===== src/rtl/cpu_pkg.sv =====
// rtl/cpu_pkg.sv - ALU operation encoding shared by the CPU blocks
package cpu_pkg;

    typedef enum logic [2:0] {
        Operation_ADD,
        Operation_SUB,
        Operation_NOR,
        Operation_NAND,
        Operation_XOR,
        Operation_XNOR
    } Operation;

endpackage


===== src/rtl/cpu_control.sv =====
// rtl/cpu_control.sv - fetch/decode/execute sequencer for the 8-bit accumulator CPU (optional CPU_SINGLE_STEP_EN)
module cpu_control
    import cpu_pkg::*;
#(
    parameter int                  PC_WIDTH = 8,
    parameter logic [PC_WIDTH-1:0] RESET_PC = '0
) (
    input  logic                _iClk,
    input  logic                _iReset,
`ifdef CPU_SINGLE_STEP_EN
    input  logic                _iStep,
`endif
    output logic [PC_WIDTH-1:0] _oPc,
    input  logic [15:0]         _iInstr,
    output logic [7:0]          _oMemAddr,
    output logic [7:0]          _oMemWData,
    output logic                _oMemRd,
    output logic                _oMemWr,
    input  logic [7:0]          _iMemRData,
    input  logic                _iMemAck,
    output logic [7:0]          _oAluA,
    output logic [7:0]          _oAluB,
    output logic                _oAluC,
    output Operation            _oAluOp,
    input  logic [7:0]          _iAluResult,
    input  logic                _iAluCarry,
    input  logic                _iAluZero,
    input  logic                _iAluNeg,
    output logic [7:0]          _oAcc,
    output logic [2:0]          _oFlags,
    output logic                _oHalted
);

    localparam logic [3:0] OP_LDA  = 4'h1;
    localparam logic [3:0] OP_STA  = 4'h2;
    localparam logic [3:0] OP_ADD  = 4'h3;
    localparam logic [3:0] OP_SUB  = 4'h4;
    localparam logic [3:0] OP_NOR  = 4'h5;
    localparam logic [3:0] OP_NAND = 4'h6;
    localparam logic [3:0] OP_XOR  = 4'h7;
    localparam logic [3:0] OP_XNOR = 4'h8;
    localparam logic [3:0] OP_JMP  = 4'h9;
    localparam logic [3:0] OP_JZ   = 4'hA;
    localparam logic [3:0] OP_JC   = 4'hB;
    localparam logic [3:0] OP_JN   = 4'hC;
    localparam logic [3:0] OP_HLT  = 4'hF;

    typedef enum logic [2:0] {
        S_FETCH,
        S_DECODE,
        S_MEM,
        S_EXEC,
        S_HALT
`ifdef CPU_SINGLE_STEP_EN
        , S_STEP
`endif
    } state_t;

    // Where the FSM goes whenever a new fetch is due (gated by a step pulse when stepping)
`ifdef CPU_SINGLE_STEP_EN
    localparam state_t S_NEXT = S_STEP;
`else
    localparam state_t S_NEXT = S_FETCH;
`endif

    state_t              state_q, state_d;
    logic [PC_WIDTH-1:0] pc_q, pc_d;
    logic [15:0]         instr_q, instr_d;
    logic [7:0]          acc_q, acc_d;
    logic [2:0]          flags_q, flags_d;      // {C,Z,N}
    logic [7:0]          operand_q, operand_d;
    logic                mem_rd_q, mem_rd_d;
    logic                mem_wr_q, mem_wr_d;
    logic [7:0]          mem_addr_q, mem_addr_d;
    logic [7:0]          mem_wdata_q, mem_wdata_d;
    logic                halted_q, halted_d;
`ifdef CPU_SINGLE_STEP_EN
    logic                step_prev_q;
`endif

    // Fields of the latched instruction (used from MEM onwards)
    logic [3:0] instr_op;
    logic       instr_m;
    logic       instr_k;
    logic [7:0] instr_imm;
    assign instr_op  = instr_q[15:12];
    assign instr_m   = instr_q[11];
    assign instr_k   = instr_q[10];
    assign instr_imm = instr_q[7:0];

    // Fields of the ROM word, only meaningful in DECODE
    logic [3:0] dec_op;
    logic       dec_m;
    logic [7:0] dec_imm;
    assign dec_op  = _iInstr[15:12];
    assign dec_m   = _iInstr[11];
    assign dec_imm = _iInstr[7:0];

    logic unused_instr_bits;
    assign unused_instr_bits = ^{_iInstr[9:8], instr_q[9:8]};

    logic [7:0] alu_b;
    logic       alu_c;
    Operation   alu_op;
    logic       jump_taken;

    // ALU operand/op selection; non-ALU opcodes present ADD so the bus is always defined
    always_comb begin
        alu_b  = instr_m ? operand_q : instr_imm;
        alu_c  = 1'b0;
        alu_op = Operation_ADD;
        case (instr_op)
            OP_ADD:  begin alu_op = Operation_ADD; alu_c = instr_k & flags_q[2]; end
            OP_SUB:  begin alu_op = Operation_SUB; alu_c = instr_k & flags_q[2]; end
            OP_NOR:  alu_op = Operation_NOR;
            OP_NAND: alu_op = Operation_NAND;
            OP_XOR:  alu_op = Operation_XOR;
            OP_XNOR: alu_op = Operation_XNOR;
            default: ;
        endcase
    end

    // Branch decision against the flags as they stand while decoding
    always_comb begin
        jump_taken = 1'b0;
        case (dec_op)
            OP_JMP:  jump_taken = 1'b1;
            OP_JZ:   jump_taken = flags_q[1];
            OP_JC:   jump_taken = flags_q[2];
            OP_JN:   jump_taken = flags_q[0];
            default: jump_taken = 1'b0;
        endcase
    end

    // Sequencer next-state, datapath and registered memory-port outputs
    always_comb begin
        state_d     = state_q;
        pc_d        = pc_q;
        instr_d     = instr_q;
        acc_d       = acc_q;
        flags_d     = flags_q;
        operand_d   = operand_q;
        mem_rd_d    = mem_rd_q;
        mem_wr_d    = mem_wr_q;
        mem_addr_d  = mem_addr_q;
        mem_wdata_d = mem_wdata_q;
        halted_d    = halted_q;
        case (state_q)
            S_FETCH: state_d = S_DECODE;
            S_DECODE: begin
                instr_d = _iInstr;
                pc_d    = pc_q + PC_WIDTH'(1);
                case (dec_op)
                    OP_JMP, OP_JZ, OP_JC, OP_JN: begin
                        if (jump_taken) begin
                            pc_d = PC_WIDTH'(dec_imm);
                        end
                        state_d = S_NEXT;
                    end
                    OP_HLT: begin
                        state_d  = S_HALT;
                        halted_d = 1'b1;
                    end
                    OP_STA: begin
                        if (dec_m) begin
                            state_d     = S_MEM;
                            mem_wr_d    = 1'b1;
                            mem_addr_d  = dec_imm;
                            mem_wdata_d = acc_q;
                        end else begin
                            state_d = S_NEXT;
                        end
                    end
                    OP_LDA, OP_ADD, OP_SUB, OP_NOR, OP_NAND, OP_XOR, OP_XNOR: begin
                        if (dec_m) begin
                            state_d    = S_MEM;
                            mem_rd_d   = 1'b1;
                            mem_addr_d = dec_imm;
                        end else begin
                            state_d = S_EXEC;
                        end
                    end
                    default: state_d = S_NEXT;
                endcase
            end
            S_MEM: begin
                if (_iMemAck) begin
                    mem_rd_d = 1'b0;
                    mem_wr_d = 1'b0;
                    if (instr_op == OP_STA) begin
                        state_d = S_NEXT;
                    end else begin
                        operand_d = _iMemRData;
                        state_d   = S_EXEC;
                    end
                end
            end
            S_EXEC: begin
                if (instr_op == OP_LDA) begin
                    acc_d   = alu_b;
                    flags_d = {flags_q[2], alu_b == 8'h00, alu_b[7]};
                end else begin
                    acc_d   = _iAluResult;
                    flags_d = {_iAluCarry, _iAluZero, _iAluNeg};
                end
                state_d = S_NEXT;
            end
            S_HALT: state_d = S_HALT;
`ifdef CPU_SINGLE_STEP_EN
            S_STEP: begin
                if (_iStep && !step_prev_q) begin
                    state_d = S_FETCH;
                end
            end
`endif
            default: state_d = S_NEXT;
        endcase
    end

    // State registers; reset wins over everything, including an open memory handshake
    always_ff @(posedge _iClk) begin
        if (_iReset) begin
            state_q     <= S_NEXT;
            pc_q        <= RESET_PC;
            instr_q     <= '0;
            acc_q       <= '0;
            flags_q     <= '0;
            operand_q   <= '0;
            mem_rd_q    <= 1'b0;
            mem_wr_q    <= 1'b0;
            mem_addr_q  <= '0;
            mem_wdata_q <= '0;
            halted_q    <= 1'b0;
        end else begin
            state_q     <= state_d;
            pc_q        <= pc_d;
            instr_q     <= instr_d;
            acc_q       <= acc_d;
            flags_q     <= flags_d;
            operand_q   <= operand_d;
            mem_rd_q    <= mem_rd_d;
            mem_wr_q    <= mem_wr_d;
            mem_addr_q  <= mem_addr_d;
            mem_wdata_q <= mem_wdata_d;
            halted_q    <= halted_d;
        end
    end

`ifdef CPU_SINGLE_STEP_EN
    // Step input history for edge detect; tracking the level through reset avoids a phantom step
    always_ff @(posedge _iClk) begin
        step_prev_q <= _iStep;
    end
`endif

    assign _oPc       = pc_q;
    assign _oMemAddr  = mem_addr_q;
    assign _oMemWData = mem_wdata_q;
    assign _oMemRd    = mem_rd_q;
    assign _oMemWr    = mem_wr_q;
    assign _oAluA     = acc_q;
    assign _oAluB     = alu_b;
    assign _oAluC     = alu_c;
    assign _oAluOp    = alu_op;
    assign _oAcc      = acc_q;
    assign _oFlags    = flags_q;
    assign _oHalted   = halted_q;

endmodule


===== config.mk =====
export PLATFORM = sky130hd
export DESIGN_NAME = cpu_control
export DESIGN_NICKNAME = d
export VERILOG_FILES = /design/src/rtl/cpu_pkg.sv /design/src/rtl/cpu_control.sv
export SDC_FILE = /design/constraint.sdc
export NUM_CORES = 1
export LEC_CHECK = 0
export ABC_AREA = 1
export BUFFER_PORTS_ARGS = -buffer_cell sky130_fd_sc_hd__buf_2
export CORE_MARGIN = 3
export CORE_UTILIZATION = 54
export CTS_BUF_LIST = sky130_fd_sc_hd__clkbuf_4 sky130_fd_sc_hd__clkbuf_8 sky130_fd_sc_hd__clkbuf_16
export CTS_CLUSTER_SIZE = 12
export DETAILED_ROUTE_END_ITERATION = 16
export PLACE_DENSITY_LB_ADDON = 0.05
export SYNTH_ARGS = -nofsm -noshare
export SYNTH_HDL_FRONTEND = slang
export SYNTH_SLANG_ARGS = --single-unit

===== constraint.sdc =====
create_clock -name _iClk -period 2.1 [get_ports _iClk]
set_input_delay 0.21 -clock _iClk [delete_from_list [all_inputs] [get_ports _iClk]]
set_output_delay 0.21 -clock _iClk [all_outputs]
set_load 0.01 [all_outputs]

* Word-level counts from Yosys, hierarchy flattened
Cells that the tools add are included.
** Storage, ports and cells
- Logic and storage cells :: 79
- Register bits after elaboration :: 65
- Input bits :: 38
- Output and inout bits :: 58
** Operators by class
- Equal/unequal tests :: 29
- Reduce and logical (&&, ||, !) cells :: 14
- Mux-type cells :: 20
- $add $sub $neg :: 1
- Bitwise operators :: 3
** Operators by type and width (count)
- $eq A4 B3 Y1 const B :: 8
- $mux W8 :: 4
- $eq A4 B4 Y1 const B :: 7
- $eq A4 B2 Y1 const B :: 4
- $pmux W3 S5 :: 1
- $pmux W3 S4 :: 1
- $pmux W3 S3 :: 1
- $reduce_and A3 Y1 :: 3
- $add A8 B1 Y8 const B :: 1
- $eq A4 B1 Y1 const B :: 2
- $logic_not A8 Y1 :: 1
- $reduce_and A4 Y1 :: 2
- $reduce_or A8 Y1 :: 1
- $reduce_or A7 Y1 :: 1
- $eq A3 B2 Y1 const B :: 2
- $mux W1 :: 6
- $mux W2 :: 3
- $ne A2 B2 Y1 const B :: 3
- $pmux W1 S2 :: 2
- $pmux W1 S4 :: 1
- $reduce_and A2 Y1 :: 2
- $reduce_or A4 Y1 :: 1
- $eq A3 B1 Y1 const B :: 1
- $eq A3 B3 Y1 const B :: 1
- other kinds (7) :: 8

* Logic depth before layout (Yosys ltp)
- Depth in word-level cells :: 4
- Depth in mapped cells :: 10
- Depth with buffers taken out :: 10

* Least setup slack after synthesis
Ideal clock, no wire load.
- Kind :: reg2reg
- Start :: reg state_q[1]
- End :: reg mem_addr_q[2], in the netlist _oMemAddr[2]
- Required time :: 1985 ps
- Data arrival time :: 1200 ps
- Path buffers :: 1
- Cell stages (with the launch flop) :: 8
- Period minus slack after synthesis :: 1315 ps
- Path slack :: 785 ps
- Setup time :: 115 ps
- Cells stage by stage :: dfxtp_1 -> nor3_4 -> inv_2 -> buf_2 -> nor2_1 -> nand3_1 -> nand2_1 -> nor2_1
** Between the ends
- Longest elaborated chain between the ends :: 2
** RTL lines
- start, declared :: line cpu_control.sv:66 : state_t state_q, state_d;
- start signal, assigned :: line cpu_control.sv:235 : state_q <= state_d;
- $eq A3 B1 Y1 :: line cpu_control.sv:148 : case (state_q)
- $reduce_and A3 Y1 (no line)
- end signal, assigned :: line cpu_control.sv:243 : mem_addr_q <= mem_addr_d;
- end, declared :: line cpu_control.sv:74 : logic [7:0] mem_addr_q, mem_addr_d;
Every way passes these cells.
A chain may end at the register's enable or synchronous reset.

* Final worst setup path
- Start :: reg state_q[1]
- End :: reg flags_q[0], in the netlist _oFlags[0]
** Between the ends
- Longest elaborated chain between the ends :: 1
** RTL lines
- $eq A3 B2 Y1 :: line cpu_control.sv:148
- end signal, assigned :: line cpu_control.sv:239 : flags_q <= flags_d;
- end, declared :: line cpu_control.sv:70 : logic [2:0] flags_q, flags_d;
Every way passes these cells.

==> results.cfg <==
[detailed_routing]
via_per_inst = 5.177
drt-initial-drc-count = 218
drt-wirelength-per-cell_um = 13.03
drt-pass1-iter-count = 5
vias = 3049
drc = 0
drt_wl_total_mm = 7.674
ant_nets = 0

[cts]
numCtsBuffers = 9
cts_max_path_buffers = 2
cts_resized = 0
post-cts-setup-buffer-count = 0
clk_pin_slew_worst_paths_ns = 0.07
clk_latency_ns = 0.33
cts_max_level = 3
cts_tree = built
hold_buffers = 0
cts_sinks = 63
root_buffer = clkbuf_8

[layout]
final_core_util_pct = 69.62
nets = 553
fillCellCount = 452
drive_gt1_share_pct = 24.47
area_growth_pct = 22.68
antenna_cells = 0
layout_common_cells = buf_2 (93), nand2_1 (77), nor2_1 (73)
layout_commonest_cell = buf_2
final_cells = 589

[timing]
setup-tns-final_ns = 0
slew_viol_final = 0
hold_viol = 0
fmaxAchievable_mhz = 596.0
fin_skew_ns = 0.008570
setup_viol = 0
min_period_ns = 1.678
tightestPinTransition_ns = 0.5896
timing.slew.headroom_pct = 60.55
rsz0062_at_grt = false
period_share_pct = 79.90

[pwr]
p_leak_nw = 1.787
max-vdd-ir-drop_v = 0.0006026
power.density_mw_per_mm2 = 910.2

[critical_path]
worstReg2RegStart = state_q[1]
reg2regPathDepth = 8
critPathKind = reg -> reg
crit_arrival_ns = 1.96
ff2ff_setup_slack_ns = 0.42
crit_fanout = 10
required_ns = 2.38
end_kind = register
rr_endpoint = _oFlags[0]
worst_setup_path_start_kind = register

[global_route]
grt_pass1_wl_mm = 12.44
grt_usage_pct = 24.92
grt_overflow = 0
grt_max_degree = 28
grt_pass1_vias = 2775
antenna_found_initial = 0

[status]
status = complete, no violations

[yosys]
yosysSeqAreaShare_pct = 42.97
synth_cell_type_count = 25
ys_ff_latch = 63
syn_nets = 469
synth_cells = 430
synth_area_mm2 = 0.002935
yosysWarnings = 0
avgSynthCellArea_um2 = 6.826

[floorplanning]
chipWidth_um = 79.73
rows = 26
start_util_pct = 56.75
coreArea_mm2 = 0.005172
die-area_mm2 = 0.006356
io_pins = 96
die_y_um = 79.73

[placement]
place.gp.congestion = 0.8430
placed_cells = 573
numPortBuffers = 93
hpwl_mm = 5.783

[worst_hold_path]
hp-start = _iAluResult[4]
holdCritPathClass = in -> reg
whs_endpoint = _oAcc[4]
holdPathStages = 3

[flow_run]
maxCapViolations = 0
[metrics by stage]
| step | power [mW] | hold slack (ns) | area, um^2 | worst slack (ns) |
|---|---|---|---|---|
| 2_1_floorplan | 1.908 | 0.3376 | 2935 | 0.7852 |
| 3_3_place_gp | 2.134 | 0.4320 | 3385 | 0.4809 |
| 3_5_place_dp | 2.155 | 0.4406 | 3385 | 0.4419 |
| 4_1_cts | 3.284 | 0.09628 | 3601 | 0.4144 |
| 5_1_grt | 3.434 | 0.1254 | 3601 | 0.2192 |
| 6_report | 3.278 | 0.09546 | 3601 | 0.4220 |
[kinds of logic (layout without fill, tap and decap cells)]
group | count (synthesis) | after routing | synth area share, %
compound gates | 90 | 90 | 16.50
buf+inv | 72 | 161 | 10.83
flops | 63 | 63 | 42.97
xor+xnor | 1 | 1 | 0.2984
fa+ha+maj | 1 | 1 | 0.4262
simple gates | 203 | 203 | 28.99
[worst max path at each step]
stage                      startpoint             to  slack, ns  cells past startpoint
final                      state_q[1]     _oFlags[0]       0.42                      8
after global routing       state_q[1]     _oFlags[0]       0.22                      8
after CTS                  state_q[1]  _oMemWData[3]       0.41                      8
after detailed placement  _iInstr[12]   _oMemAddr[1]       0.44                      8
after global placement    _iInstr[12]   _oMemAddr[5]       0.48                      8
after floorplan            state_q[1]   _oMemAddr[2]       0.79                      7
[registers in the layout, indices dropped and copies added (netlist names)]
signal and flops:
_oMemRd 1, _oMemAddr 8, _oMemWData 8, _oFlags 3, operand_q 8, instr_q 14
state_q 3, _oAcc 8, _oMemWr 1, _oHalted 1, _oPc 8
[metal layers]
layer / GRT usage, % / up-vias / wire length (um)
met5: 0 / - / 0
met4: 9.966 / 0 / 163
met3: 3.725 / 20 / 513
met2: 40.15 / 117 / 3521
met1: 33.40 / 1360 / 3475
li1: - / 1552 / -
[critical path, cell delays in order (launching register included)]
cell and delay, ns:
dfxtp_1 0.44, nand3_1 0.23, inv_2 0.23, nand3_1 0.18
inv_1 0.20, nand2_1 0.12, nand3_1 0.12, nand2_1 0.05
inv_1 0.05
[cells in the mapped netlist]
cell	count	area (um^2)
inv_2	5	18.77
buf_6	1	11.26
nand3_1	33	165.2
or2_1	1	6.260
clkbuf_1	7	26.28
a21oi_2	1	8.760
buf_2	8	40.04
nor2_2	3	18.77
a211oi_1	9	67.56
dfxtp_1	63	1261
nor3_4	1	16.27
nand2_2	2	12.51
inv_1	42	157.7
nand3b_1	1	7.510
xor2_1	1	8.760
nor2_1	73	274.0
a21oi_1	35	175.2
buf_4	8	60.06
o221ai_1	2	17.52
or2_2	1	6.260
nand2_1	77	289.0
nor3_1	11	55.05
o21ai_0	43	215.2
ha_1	1	12.51
buf_1	1	3.750
[area by class of cell]
cell class	count	area, um^2	share of cell area [%]
Sequential cell	63	1261	35.02
Clock inverter	6	85.08	2.363
Inverter	47	176.4	4.899
Multi-Input combinational cell	295	1356	37.67
Clock buffer	10	131.4	3.648
Tap cell	70	87.58	2.432
Timing Repair Buffer	98	503.0	13.97
[where the power goes]
part | switching (mW) | internal (mW)
Sequential | 0.0937 | 1.31
Combinational | 0.468 | 0.262
Clock | 0.469 | 0.677
Total | 1.03 | 2.25
Note: power is estimated with default switching activity, not from simulation.
